<file path="config.mk">
export PLATFORM = sky130hd
export DESIGN_NAME = serial_adder
export DESIGN_NICKNAME = d
export VERILOG_FILES = /design/src/rtl/serial_adder_pkg.sv /design/src/rtl/serial_adder_full_adder.sv /design/src/rtl/serial_adder.sv
export SDC_FILE = /design/constraint.sdc
export NUM_CORES = 1
export LEC_CHECK = 0
export CORE_MARGIN = 2
export CORE_UTILIZATION = 31
export DETAILED_ROUTE_END_ITERATION = 7
export GPL_ROUTABILITY_DRIVEN = 0
export PLACE_DENSITY_LB_ADDON = 0.3
export SLEW_MARGIN = 20
export SYNTH_ARGS = -nofsm -noshare
export SYNTH_HDL_FRONTEND = slang
export SYNTH_HIERARCHICAL = 1
export SYNTH_SLANG_ARGS = --single-unit
</file>
<file path="constraint.sdc">
create_clock -name clk -period 2.3 [get_ports clk]
set_clock_uncertainty 0.15 [all_clocks]
set_input_delay 0.23 -clock clk [delete_from_list [all_inputs] [get_ports clk]]
set_output_delay 0.23 -clock clk [all_outputs]
set_load 0.01 [all_outputs]
</file>
<file path="src/rtl/serial_adder_pkg.sv">
// Shared definitions for the bit-serial adder: FSM encoding and counter sizing.
package serial_adder_pkg;

  localparam logic [1:0] ST_IDLE = 2'd0;
  localparam logic [1:0] ST_RUN  = 2'd1;
  localparam logic [1:0] ST_DONE = 2'd2;

  typedef enum logic [1:0] {
    S_IDLE = ST_IDLE,
    S_RUN  = ST_RUN,
    S_DONE = ST_DONE
  } state_e;

  // Bit counter width; legal WIDTH starts at 2, so this is never zero.
  function automatic int cnt_width(input int width);
    return $clog2(width);
  endfunction

endpackage

</file>
<file path="src/rtl/serial_adder_full_adder.sv">
// One-bit full adder shared by every bit position of the serial adder.
module full_adder (
  input  logic a_i,
  input  logic b_i,
  input  logic c_i,
  output logic s_o,
  output logic c_o
);

  assign s_o = a_i ^ b_i ^ c_i;
  assign c_o = (a_i & b_i) | (c_i & (a_i ^ b_i));

endmodule

</file>
<file path="src/rtl/serial_adder.sv">
// LSB-first bit-serial adder: {cout, sum} = a + b + cin over WIDTH RUN cycles.
// Handshake: a transfer happens on a rising edge where valid && ready; ready and
// valid come from registered state only, and an accepted beat is never revoked.
module serial_adder
  import serial_adder_pkg::*;
#(
  parameter int WIDTH = 8
) (
  input  logic             clk,
  input  logic             rst_n,
  input  logic             in_valid,
  output logic             in_ready,
  input  logic [WIDTH-1:0] a,
  input  logic [WIDTH-1:0] b,
  input  logic             cin,
  output logic             out_valid,
  input  logic             out_ready,
  output logic [WIDTH-1:0] sum,
  output logic             cout,
  output logic [1:0]       dbg_state_o
);

  localparam int CW = cnt_width(WIDTH);

  state_e           state_q, state_d;
  logic [WIDTH-1:0] a_q, a_d;
  logic [WIDTH-1:0] b_q, b_d;
  logic [WIDTH-2:0] s_q, s_d;
  logic             c_q, c_d;
  logic [CW-1:0]    cnt_q, cnt_d;
  logic [WIDTH-1:0] sum_q, sum_d;
  logic             cout_q, cout_d;
  logic             fa_s, fa_c;
  logic [WIDTH-1:0] s_cat;

  full_adder u_fa (
    .a_i (a_q[0]),
    .b_i (b_q[0]),
    .c_i (c_q),
    .s_o (fa_s),
    .c_o (fa_c)
  );

  // The top sum bit goes straight to the result, so the shift register keeps WIDTH-1 bits.
  assign s_cat = {fa_s, s_q};

  always_ff @(posedge clk or negedge rst_n) begin
    if (!rst_n) begin
      state_q <= S_IDLE;
      a_q     <= '0;
      b_q     <= '0;
      s_q     <= '0;
      c_q     <= 1'b0;
      cnt_q   <= '0;
      sum_q   <= '0;
      cout_q  <= 1'b0;
    end else begin
      state_q <= state_d;
      a_q     <= a_d;
      b_q     <= b_d;
      s_q     <= s_d;
      c_q     <= c_d;
      cnt_q   <= cnt_d;
      sum_q   <= sum_d;
      cout_q  <= cout_d;
    end
  end

  always_comb begin
    state_d = state_q;
    a_d     = a_q;
    b_d     = b_q;
    s_d     = s_q;
    c_d     = c_q;
    cnt_d   = cnt_q;
    sum_d   = sum_q;
    cout_d  = cout_q;
    case (state_q)
      S_IDLE: begin
        if (in_valid) begin
          a_d     = a;
          b_d     = b;
          c_d     = cin;
          cnt_d   = '0;
          state_d = S_RUN;
        end
      end
      S_RUN: begin
        a_d   = a_q >> 1;
        b_d   = b_q >> 1;
        s_d   = s_cat[WIDTH-1:1];
        c_d   = fa_c;
        cnt_d = cnt_q + CW'(1);
        if (cnt_q == CW'(WIDTH - 1)) begin
          sum_d   = s_cat;
          cout_d  = fa_c;
          state_d = S_DONE;
        end
      end
      S_DONE: begin
        if (out_ready) state_d = S_IDLE;
      end
      default: state_d = S_IDLE;
    endcase
  end

  assign in_ready    = (state_q == S_IDLE);
  assign out_valid   = (state_q == S_DONE);
  assign sum         = sum_q;
  assign cout        = cout_q;
  assign dbg_state_o = state_q;

endmodule
</file>
==> results.sh, run 1 <==
export IMPL_clkLatencyLatePin_ps=290
export IMPL_synth_edf_count=0
export IMPL_yosysTopAreaCell="dfrtp_1"
export IMPL_mostFrequentLayoutCells="38 x dfrtp_1, 32 x clkdlybuf4s50_1, 16 x mux2_2"
export IMPL_ys_seq_elements=38
export IMPL_netlist_instances=143
export IMPL_core_rowCount=27
export IMPL_slew_violations=0
export IMPL_numPortBuffers=33
export IMPL_syn_area_um2=1790
export IMPL_seq_area_frac_synth_pct=53.3
export IMPL_grt_max_degree=39
export IMPL_wire_per_inst_um=14.1
export IMPL_clk_pin_slew_ps=80
export IMPL_h_tree_depth=2
export IMPL_layout_commonest_cell="dfrtp_1"
export IMPL_syn_to_final_growth_pct=27.1
export IMPL_num_io_pins=34
export IMPL_nNetsFinal=199
export IMPL_clockBufferDepth=2
export IMPL_final_antenna_net_count=0
export IMPL_slew_headroom_pct=34.6
export IMPL_antenna_cells=0
export IMPL_vdd_drop_max_v=0.000476
export IMPL_preCtsSetupSlack_ps=339
export IMPL_cts_tree="done"
export IMPL_period_minus_slack_ps=2100
export IMPL_die_w_um=79.9
export IMPL_grt_pass1_wl_um=5990
export IMPL_finalSetupViolCount=0
export IMPL_place_area_um2=2160
export IMPL_hpwl_um=2400
export IMPL_critPathMaxFanout=20
export IMPL_start_util_pct=32.2
export IMPL_required_ps=1920
export IMPL_die_h_um=79.9
export IMPL_grt_total_usage_pct=12.1
export IMPL_tightest_slew_ps=979
export IMPL_clkSinkCount=38
export IMPL_cp_data_arrival_time_ps=1720
export IMPL_stdcell_count=248
export IMPL_async_reset_ff_share_pct=100
export IMPL_syn_nets=167
export IMPL_hp_class="flop to flop"
export IMPL_syn_avg_cell_area_um2=12.5
export IMPL_period_share_pct=91.5
export IMPL_tns_ps=0
export IMPL_final_cell_area_um2=2270
export IMPL_dp_cells=239
export IMPL_status="completed"
export IMPL_crit_path_end_kind="primary output"
export IMPL_ctsRootBufferMaster="clkbuf_8"
export IMPL_firstDrtPassIters=4
export IMPL_rsz0062_at_grt="no"
export IMPL_grt_pass1_vias=1240
export IMPL_routed_wl_um=3500
export IMPL_yosysTopAreaCellShare_pct=53.3
export IMPL_crit_type="flop to primary output"
export IMPL_finalWorstSetupSlack_ps=195
export IMPL_drive_gt1_share_pct=19.3
export IMPL_viasPerCell=4.92
export IMPL_hold_viol=0
export IMPL_vias=1219
export IMPL_p_leak_nw=0.954
export IMPL_post_cts_buffers=0
export IMPL_ys_flop_type="dfrtp_1"
export IMPL_first_iter_violations=77
export IMPL_cts_buffers=5
export IMPL_timing_fmax_ghz=0.475
export IMPL_yosys_warnings=6
export IMPL_netlist_top_cells_area="dfrtp_1 53%, mux2_2 10%, nor3b_1 5.5%, nor4b_1 5.4%, a211oi_1 4.6%"
export IMPL_start_kind="flop"
export IMPL_drc=0
export IMPL_antenna_found_initial=0
export IMPL_core_um2=5540
export IMPL_dieArea_um2=6380
export IMPL_synth_cell_types=25
export IMPL_power_density_nw_per_um2=1250
export IMPL_overflow=0
export IMPL_drv_cap=0
[worst max-delay path, cell delays in order, from the launching register on]
cell	delay [ps]
dfrtp_1	580
nand2b_1	270
inv_1	70
clkdlybuf4s50_1	520
[per-layer routing]
metal  track usage [%]  routed length [um]  up-vias
met5                 0                   0        -
met4              4.58                  46        0
met3              3.17                 152        7
met2              18.1                1500       35
met1              16.7                1800      588
li1                  -                   -      589
[power by group]
group | internal (mW) | total (mW) | switching [mW]
clock network | 0.241 | 0.481 | 0.240
logic | 0.661 | 1.13 | 0.473
registers | 0.991 | 1.21 | 0.222
[state kept, by name (all words and copies together), names as in the netlist]
register     count
cout             1
dbg_state_o      2
a_q              8
sum              8
cnt_q            3
c_q              1
b_q              8
s_q              7
[kinds of logic (layout without fill, tap and decap cells)]
group	after synthesis	in the layout	synth area share [%]
buffers and inverters	25	58	6.31
and+or+nand+nor	37	37	16.6
adders and majority gates	3	3	2.52
muxes	17	17	10.7
AOI/OAI and AO/OA	23	23	10.7
DFF	38	38	53.3
[final timing paths]
check,start,endpoint,slack (ps),cells past startpoint
min,cnt_q[0],cnt_q[0],340,1
min in group asynchronous,rst_n,s_q[6],430,2
max in group asynchronous,rst_n,a_q[7],1040,2
min reg2reg,cnt_q[0],cnt_q[0],340,1
max reg2reg,dbg_state_o[0],a_q[4],350,2
max,dbg_state_o[0],out_valid,200,3
[synthesized netlist by cell type (4+ instances only)]
| cell type | count |
|---|---|
| inv_1 | 12 |
| nor3b_1 | 13 |
| nor4b_1 | 11 |
| dfrtp_1 | 38 |
| buf_2 | 9 |
| a211oi_1 | 11 |
| nand2b_1 | 4 |
| o221a_2 | 4 |
| mux2_2 | 16 |
| or4b_1 | 4 |
[cell type report]
type	count	area, um^2
clock buffers	6	82.6
clock inverters	2	12.5
fillers	551	3270
inverters	12	45.0
multi-input cells	80	722
flip-flops and latches	38	951
well taps	72	90.1
repair buffers	38	365
[timing repair]
action / 4_1_cts / 5_1_grt
endpoints found under the hold margin: 38 / 0
hold buffers: 1 / 0
resized for setup: 0 / 0
[stage by stage]
stage | hold WS, ps | power [mW] | utilization, %
global route | 361 | 3.05 | 40.9
CTS | 347 | 2.87 | 40.9
detailed placement | 243 | 2.38 | 39.0
global placement | 222 | 2.33 | 39.0
finish | 344 | 2.83 | 40.9
floorplan | -216 | 1.97 | -
Power figures use the tool's default switching activity.
==> run 2: changes to the inputs <==
- CORE_ASPECT_RATIO: not set -> 0.7
- CORE_UTILIZATION: 31 -> 45
==> results.sh, run 2 (same netlist as run 1, synthesis figures left out) <==
export IMPL_clkLatencyLatePin_ps=290
export IMPL_crit_path_end_kind="primary output"
export IMPL_ctsRootBufferMaster="clkbuf_8"
export IMPL_timing_fmax_ghz=0.492
export IMPL_grt_total_usage_pct=16.9
export IMPL_viasPerCell=5.31
export IMPL_multi_input_area_um2=722
export IMPL_slew_violations=0
export IMPL_vdd_drop_max_v=0.000601
export IMPL_hold_viol=0
export IMPL_routed_wl_um=3410
export IMPL_p_leak_nw=0.949
export IMPL_antenna_found_initial=0
export IMPL_stdcell_count=227
export IMPL_drv_cap=0
export IMPL_hpwl_um=2370
export IMPL_period_minus_slack_ps=2030
export IMPL_cts_tree="done"
export IMPL_vias=1206
export IMPL_clkSinkCount=38
export IMPL_finalSetupViolCount=0
export IMPL_preCtsSetupSlack_ps=402
export IMPL_hp_class="input port to asynchronous set/reset pin"
export IMPL_start_util_pct=46.1
export IMPL_numPortBuffers=33
export IMPL_timing_rr_start="cnt_q[0]"
export IMPL_postCtsHoldBufs=0
export IMPL_dp_cells=219
export IMPL_crit_type="flop to primary output"
export IMPL_place_area_um2=2140
export IMPL_power_density_nw_per_um2=1260
export IMPL_rsz0062_at_grt="no"
export IMPL_mostFrequentLayoutCells="38 x dfrtp_1, 33 x clkdlybuf4s50_1, 16 x mux2_2"
export IMPL_start_kind="flop"
export IMPL_fin_util_pct=57.8
export IMPL_core_um2=3870
export IMPL_cts_buffers=5
export IMPL_die_h_um=56.7
export IMPL_cp_cell_sequence="nand2b_1 > inv_1 > clkdlybuf4s50_1"
export IMPL_core_rowCount=19
export IMPL_die_w_um=79.3
export IMPL_cp_data_arrival_time_ps=1650
export IMPL_nNetsFinal=198
export IMPL_final_cell_area_um2=2240
export IMPL_num_io_pins=34
export IMPL_period_share_pct=88.3
export IMPL_dieArea_um2=4500
export IMPL_status="completed"
export IMPL_first_iter_violations=99
export IMPL_crit_path_start="dbg_state_o[0]"
export IMPL_crit_buf_inv=2
export IMPL_drc=0
export IMPL_critPathMaxFanout=17
export IMPL_overflow=0
export IMPL_grt_pass1_vias=1211
export IMPL_tns_ps=0
export IMPL_final_antenna_net_count=0
export IMPL_h_tree_depth=2
export IMPL_wire_per_inst_um=15.0
export IMPL_syn_to_final_growth_pct=25.4
export IMPL_crit_slowest_cell="dfrtp_1"
export IMPL_tightest_slew_ps=898
export IMPL_final_seq_area_um2=951
export IMPL_fillers=316
export IMPL_cts_resized=0
export IMPL_slew_headroom_pct=40.0
export IMPL_layout_commonest_cell="dfrtp_1"
export IMPL_crit_family="buffers and inverters"
export IMPL_post_cts_buffers=0
export IMPL_grt_max_degree=39
export IMPL_drive_gt1_share_pct=18.9
export IMPL_clockBufferDepth=2
export IMPL_required_ps=1920
export IMPL_antenna_cells=0
export IMPL_grt_pass1_wl_um=5770
export IMPL_clk_pin_slew_ps=80
export IMPL_slowest_delay_ps=540
export IMPL_finalWorstSetupSlack_ps=268
export IMPL_firstDrtPassIters=4
[run 2: changes by cell type in the layout (fill, tap and decap cells not counted)]
cell | previous run | this run
dlygate4sd3_1 | 1 | 0
buf_2 | 1 | 0
clkdlybuf4s50_1 | 32 | 33
[run 2: area by class of cell]
type,count,area share (%)
Clock buffer,6,3.69
Clock inverter,2,0.559
Timing Repair Buffer,37,16.1
Multi-Input combinational cell,80,32.3
Inverter,12,2.01
Tap cell,52,2.91
Sequential cell,38,42.5
[run 2: per-layer routing]
layer	routed length (um)	GRT usage [%]	vias up
met5	0	0	-
met2	1590	25.9	16
met1	1650	22.8	597
li1	-	-	586
met4	46	5.91	0
met3	116	4.98	7
[run 2: final timing paths]
kind	to	slack (ps)	depth (start not counted)
setup / recovery	out_valid	270	3
hold / removal	dbg_state_o[0]	210	2
setup reg to reg	sum[7]	460	4
hold reg to reg	sum[6]	350	1
max in group asynchronous	b_q[2]	1460	2
min in group clk	sum[6]	350	1
[run 2: where the power goes]
| group | internal [mW] | leakage [nW] | switching, mW |
|---|---|---|---|
| sequential | 0.992 | 0.449 | 0.223 |
| clock | 0.241 | 0.0472 | 0.236 |
| combinational | 0.660 | 0.452 | 0.474 |
[run 2: worst reg2reg max path: stages, from the launching register on]
cell and delay, ps:
dfrtp_1 400, ha_1 200, ha_1 180, nand3b_1 390, mux2_2 400
[run 2: stage by stage]
step / power (mW) / hold slack (ps)
2_1_floorplan: 1.97 / -216
3_3_place_gp: 2.31 / 325
3_5_place_dp: 2.38 / 342
4_1_cts: 2.86 / 222
5_1_grt: 3.04 / 248
6_report: 2.82 / 208
